===== config.mk =====
export PLATFORM = sky130hd
export DESIGN_NAME = mac_tx_arbiter
export DESIGN_NICKNAME = d
export VERILOG_FILES = /design/src/rtl/mac_tx_arbiter.sv
export SDC_FILE = /design/constraint.sdc
export NUM_CORES = 1
export LEC_CHECK = 0
export ABC_AREA = 1
export BUFFER_PORTS_ARGS = -buffer_cell sky130_fd_sc_hd__buf_2
export CORE_UTILIZATION = 48
export DETAILED_ROUTE_END_ITERATION = 10
export HOLD_SLACK_MARGIN = 0.06
export PLACE_DENSITY_LB_ADDON = 0.2
export SLEW_MARGIN = 10
export SYNTH_ARGS = -nofsm -noshare
export SYNTH_HDL_FRONTEND = slang
export SYNTH_SLANG_ARGS = --single-unit

===== constraint.sdc =====
create_clock -name tx_clk -period 1.7 [get_ports tx_clk]
set_input_delay 0.17 -clock tx_clk [delete_from_list [all_inputs] [get_ports tx_clk]]
set_output_delay 0.17 -clock tx_clk [all_outputs]
set_load 0.02 [all_outputs]

===== src/rtl/mac_tx_arbiter.sv =====
// mac_tx_arbiter: per-frame round-robin sharing of one MAC TX client port between two sources
module mac_tx_arbiter #(
    parameter int GAP_CYCLES = 2,
    parameter int CNT_W      = 16
) (
    input  logic             tx_clk,
    input  logic             reset,
    input  logic             arb_en,
    input  logic [7:0]       src0_data,
    input  logic             src0_dvld,
    output logic             src0_ack,
    input  logic [7:0]       src1_data,
    input  logic             src1_dvld,
    output logic             src1_ack,
    output logic [7:0]       mac_tx_data,
    output logic             mac_tx_dvld,
    input  logic             mac_tx_ack,
    output logic [1:0]       grant,
    output logic             busy,
    output logic [CNT_W-1:0] frame_cnt_0,
    output logic [CNT_W-1:0] frame_cnt_1,
    output logic [CNT_W-1:0] drop_cnt
);
    typedef enum logic [1:0] {IDLE, GRANT0, GRANT1, GAP} state_t;
    state_t           state_q, state_d;
    logic             last_q, last_d;
    logic             ack_seen_q, ack_seen_d;
    logic [7:0]       gap_cnt_q, gap_cnt_d;
    logic [CNT_W-1:0] frame_cnt_0_q, frame_cnt_0_d;
    logic [CNT_W-1:0] frame_cnt_1_q, frame_cnt_1_d;
    logic [CNT_W-1:0] drop_cnt_q, drop_cnt_d;
    logic             own0, own1, frame_end;
    assign own0      = state_q == GRANT0;
    assign own1      = state_q == GRANT1;
    assign frame_end = (own0 && !src0_dvld) || (own1 && !src1_dvld);
    assign mac_tx_data = own0 ? src0_data : own1 ? src1_data : 8'h00;
    assign mac_tx_dvld = (own0 && src0_dvld) || (own1 && src1_dvld);
    assign src0_ack    = own0 && mac_tx_ack;
    assign src1_ack    = own1 && mac_tx_ack;
    assign grant       = {own1, own0};
    assign busy        = state_q != IDLE;
    assign frame_cnt_0 = frame_cnt_0_q;
    assign frame_cnt_1 = frame_cnt_1_q;
    assign drop_cnt    = drop_cnt_q;
    always_comb begin
        state_d       = state_q;
        last_d        = last_q;
        ack_seen_d    = ack_seen_q;
        gap_cnt_d     = gap_cnt_q;
        frame_cnt_0_d = frame_cnt_0_q;
        frame_cnt_1_d = frame_cnt_1_q;
        drop_cnt_d    = drop_cnt_q;
        if (state_q == IDLE) begin
            // on contention the source that did not send last wins; last resets to 1 so src0 goes first
            if (arb_en && (src0_dvld || src1_dvld))
                state_d = (src0_dvld && (!src1_dvld || last_q)) ? GRANT0 : GRANT1;
        end else if (state_q == GAP) begin
            state_d   = (gap_cnt_q == 8'(GAP_CYCLES - 1)) ? IDLE : GAP;
            gap_cnt_d = (gap_cnt_q == 8'(GAP_CYCLES - 1)) ? 8'd0 : gap_cnt_q + 8'd1;
        end else if (frame_end) begin
            state_d       = GAP;
            last_d        = own1;
            ack_seen_d    = 1'b0;
            gap_cnt_d     = 8'd0;
            frame_cnt_0_d = (ack_seen_q && own0) ? frame_cnt_0_q + CNT_W'(1) : frame_cnt_0_q;
            frame_cnt_1_d = (ack_seen_q && own1) ? frame_cnt_1_q + CNT_W'(1) : frame_cnt_1_q;
            drop_cnt_d    = ack_seen_q ? drop_cnt_q : drop_cnt_q + CNT_W'(1);
        end else begin
            ack_seen_d = ack_seen_q || mac_tx_ack;
        end
    end
    always_ff @(posedge tx_clk) begin
        if (reset) begin
            state_q       <= IDLE;
            last_q        <= 1'b1;
            ack_seen_q    <= 1'b0;
            gap_cnt_q     <= 8'd0;
            frame_cnt_0_q <= '0;
            frame_cnt_1_q <= '0;
            drop_cnt_q    <= '0;
        end else begin
            state_q       <= state_d;
            last_q        <= last_d;
            ack_seen_q    <= ack_seen_d;
            gap_cnt_q     <= gap_cnt_d;
            frame_cnt_0_q <= frame_cnt_0_d;
            frame_cnt_1_q <= frame_cnt_1_d;
            drop_cnt_q    <= drop_cnt_d;
        end
    end
endmodule


# == After elaboration in Yosys (flattened, before gate mapping) ==
# Index checks and enable logic that the tools add are counted.
# classes
muxes,12
add_sub_neg,4
eq_ne,5
n_bitwise,3
reduce_logical,28
# ops
cell,count
"adder 16 x 1 -> 16 bit, second input constant",3
2-to-1 mux 8 bit,5
2-to-1 mux 2 bit,6
AND reduction 4 bit,3
logical AND 1 bit,10
"adder 8 x 1 -> 8 bit, second input constant",1
"equality test 8 x 1 -> 1 bit, second input constant",1
AND reduction 2 bit,3
logical OR 1 bit,5
"equality test 2 bit, second input constant",2
nonzero test 2 bit,2
inverter 1 bit,3
AND reduction 3 bit,1
nonzero test 3 bit,1
"equality test 2 x 1 -> 1 bit, second input constant",1
zero test 1 bit,2
zero test 2 bit,1
"inequality test 2 x 1 -> 1 bit, second input constant",1
2-to-1 mux 1 bit,1
# totals
out_inout_bits,62
regBits,60
wordCells,59

# == Longest topological paths before layout ==
# logic_depth
word_depth,6
depth_mapped,11
ltp_nobuf,11

# == Worst setup path before layout ==
# Ideal clock, no wire load.
# synth_path
path_kind,reg-to-output
from,register state_q[1]
to,output port mac_tx_dvld
slack_ns,0.040
path_buffers,1
path_stages_with_launch,6
arrival_ns,1.490
required_time_ns,1.530
cell_sequence,dfxtp_1 -> inv_1 -> ha_1 -> clkbuf_1 -> clkinv_1 -> o22ai_1
# synth_between
elab_chain_len,3
# synth_lines
item,line,text
start: declaration,25,"state_t state_q, state_d;"
start signal: assignment,82,state_q <= state_d;
equality test 2 x 1 -> 1 bit,33,assign own0 = state_q == GRANT0;
via own0,32,"logic own0, own1, frame_end;"
logical AND 1 bit,37,assign mac_tx_dvld = (own0 && src0_dvld) || (own1 && src1_dvld);
logical OR 1 bit,37,
end: declaration,16,"output logic mac_tx_dvld,"
# The timed path passes the listed nets, and every way through them passes these cells.

# == Final worst setup path ==
# layout_path
from,register state_q[0]
to,output port mac_tx_dvld
# layout_between
elab_chain_len,3
# layout_lines
item,line
equality test 2 x 1 -> 1 bit or equality test 2 bit (tied branches),"33, 34"
logical AND 1 bit,37
logical OR 1 bit *,37
# Mark *: on every way between the ends. The rest lies on a longest branch, timed or not.

==> flow_summary.ini <==
[synth]
synth_top_cell_by_area = dfxtp_1
synthTopCellsByArea = dfxtp_1, nand2_1, nor2_1
synth_top_family_by_area = simple AND/OR/NAND/NOR gates
async_flop_share = 0
syn_avg_cell_area_sq_um = 6.37
synth_compound_area_frac = 0.101
synth-edff-count = 0
synthMuxAreaShare = 0
synth_fa_ha_area_frac = 0.0338
synth-simple-area-share = 0.401
synth_seq_area_share = 0.360
synth_cell_types = 33
synth_xor_area_frac = 0.0105
yosysWarnings = 0
ys_ff_latch = 60
synth_top_area_share = 0.360
synth_flop_cell = dfxtp_1
synth_nets = 555
netlist_area_sq_um = 3340
synth_cells = 524

[global_route]
grt_usage = 0.224
grt_max_degree = 19
grt-ovfl-total = 0
antenna_found_initial = 0
grt_pass1_vias = 3155
grt_pass1_wl_mm = 13.3

[outcome]
status = complete, no violations

[cells_and_area]
drive_gt1_frac = 0.253
fin_nets = 669
final_common_cell = nand2_1
syn_to_final_growth_pct = 31.6
layout_common_cells = nand2_1, nor2_1, buf_2, inv_1, dfxtp_1
num_antenna_cells = 0
fin_util = 0.650
nFillCells = 629
final_cells = 723

[setup_path]
cp_slowest_cell = dfxtp_2
critPathMaxFanout = 7
arrival_ns = 1.48
critPathKind = reg2out
cp_cell_sequence = inv_4 > ha_4 > buf_8 > inv_1 > o22ai_1 > buf_4
required_ns = 1.53
crit_path_end_kind = output pin
cp-start-kind = flop
critPathTopFamily = buffers and inverters
path_buf_inv = 4
max_stage_delay_ns = 0.37

[timing]
fin_setup_tns_ns = 0
setup_slack_ns = 0.0535
drv_slew = 0
slew_headroom = 0.822
min_period_ns = 1.65
max_freq_ghz = 0.607
fin_skew_ns = 0.0148
finalSetupViolCount = 0
hold_violations = 0
period_share = 0.969
max_slew.worst_pin.slew_ns = 0.265

[clock_tree]
cts_tree = built
root_buffer = clkbuf_8
cts_max_level = 3
cts.sinks = 60
clk_path_buf_depth = 2
numCtsBuffers = 9
path_clk_slew_ns = 0.07
clk_latency_ns = 0.34

[detailed_routing]
drc = 0
drtAntennaViolNets = 0
wl_per_cell_microns = 12.0
vias = 3636
first_iter_violations = 132
wirelength_mm = 8.68
first_pass_iters = 4
vias_per_cell = 5.03

[place]
placed_cells = 691
place.port_buffers = 83
dpl.hpwl_mm = 6.01
routabilityCongestion = 0.824
post-place-ws_ns = 0.000314

[power]
max-vdd-ir-drop_mv = 0.468
p_leak_nw = 2.01
power.density_nw_per_um2 = 918

[floorplan]
core_area_sq_um = 6760
die_x_microns = 85.4
dieHeight_microns = 85.4
rows = 30
dieArea_sq_um = 7290
initial_utilization = 0.494
ios = 84

[run]
maxCapViolCount = 0

[min_path]
hold_path.class = in2reg
## kinds of logic (layout without fill, tap and decap cells)
family          after synthesis  in the layout
buf+inv                      79            198
fa+ha+maj                     9              9
xor+xnor                      4              4
simple gates                308            308
flops                        60             60
compound gates               64             64
## power by group
part | internal, mW | switching [mW]
Clock | 0.610 | 0.565
Sequential | 1.46 | 0.0741
Combinational | 0.555 | 0.769
## registers in the layout, summed over array words and instances, names as in the netlist
name,count
frame_cnt_0,16
drop_cnt,16
last_q,1
frame_cnt_1,16
gap_cnt_q,8
state_q,2
ack_seen_q,1
## routing by layer
metal  vias up  wire (microns)  GRT usage
li1       1904               -          -
met5         -               0          0
met4         0             104     0.0879
met3         9             277     0.0409
met2        70            4400      0.390
met1      1653            3900      0.273
## stage by stage
| stage | power (mW) | hold WS [ns] | area [sq um] |
|---|---|---|---|
| floorplan | 2.23 | 0.325 | 3340 |
| global placement | 2.54 | 0.451 | 3900 |
| detailed placement | 2.56 | 0.462 | 3900 |
| CTS | 3.75 | 0.169 | 4100 |
| global route | 4.22 | 0.187 | 4390 |
| finish | 4.03 | 0.184 | 4390 |
## timing repair
action,in CTS,in global routing
hold buffers,0,0
gates cloned,0,1
gates resized for setup,5,42
setup endpoints to repair,10,45
setup buffers,0,15
pin swaps,0,7
## worst reg2reg max path: cells and delay by family (launching register included)
kind                     cells  cell delay [ns]
AND/OR/NAND/NOR              6             0.62
flip-flops                   1             0.37
buffers and inverters        3             0.39
adder cells (fa/ha/maj)      1             0.17
## path summary, 6_finish.rpt
check | slack [ns] | startpoint | endpoint | cells past startpoint
setup / recovery | 0.05 | state_q[0] | mac_tx_dvld | 6
hold reg to reg | 0.47 | frame_cnt_1[4] | frame_cnt_1[4] | 2
hold / removal | 0.18 | reset | frame_cnt_0[0] | 2
setup reg to reg | 0.06 | state_q[0] | frame_cnt_1[7] | 10
## Yosys cell counts (all sizes together), types with 2 or more instances
master  instances
nand3          41
o21ai          20
nor3b           2
o21a            3
xnor2           2
ha              9
xor2            2
buf             5
nor2           95
nand2         140
nor3           14
clkbuf          5
a21oi          36
inv            68
a31oi           2
dfxtp          60
nand4          14
## area by class of cell
class | count | area, sq um | share of cell area
well taps | 80 | 100 | 0.0228
inverters | 69 | 269 | 0.0613
flip-flops and latches | 60 | 1210 | 0.275
repair buffers | 113 | 703 | 0.160
clock inverters | 3 | 21.3 | 0.00485
multi-input cells | 385 | 1930 | 0.440
clock buffers | 13 | 159 | 0.0362
No activity file was read; power rests on OpenSTA's default activity.
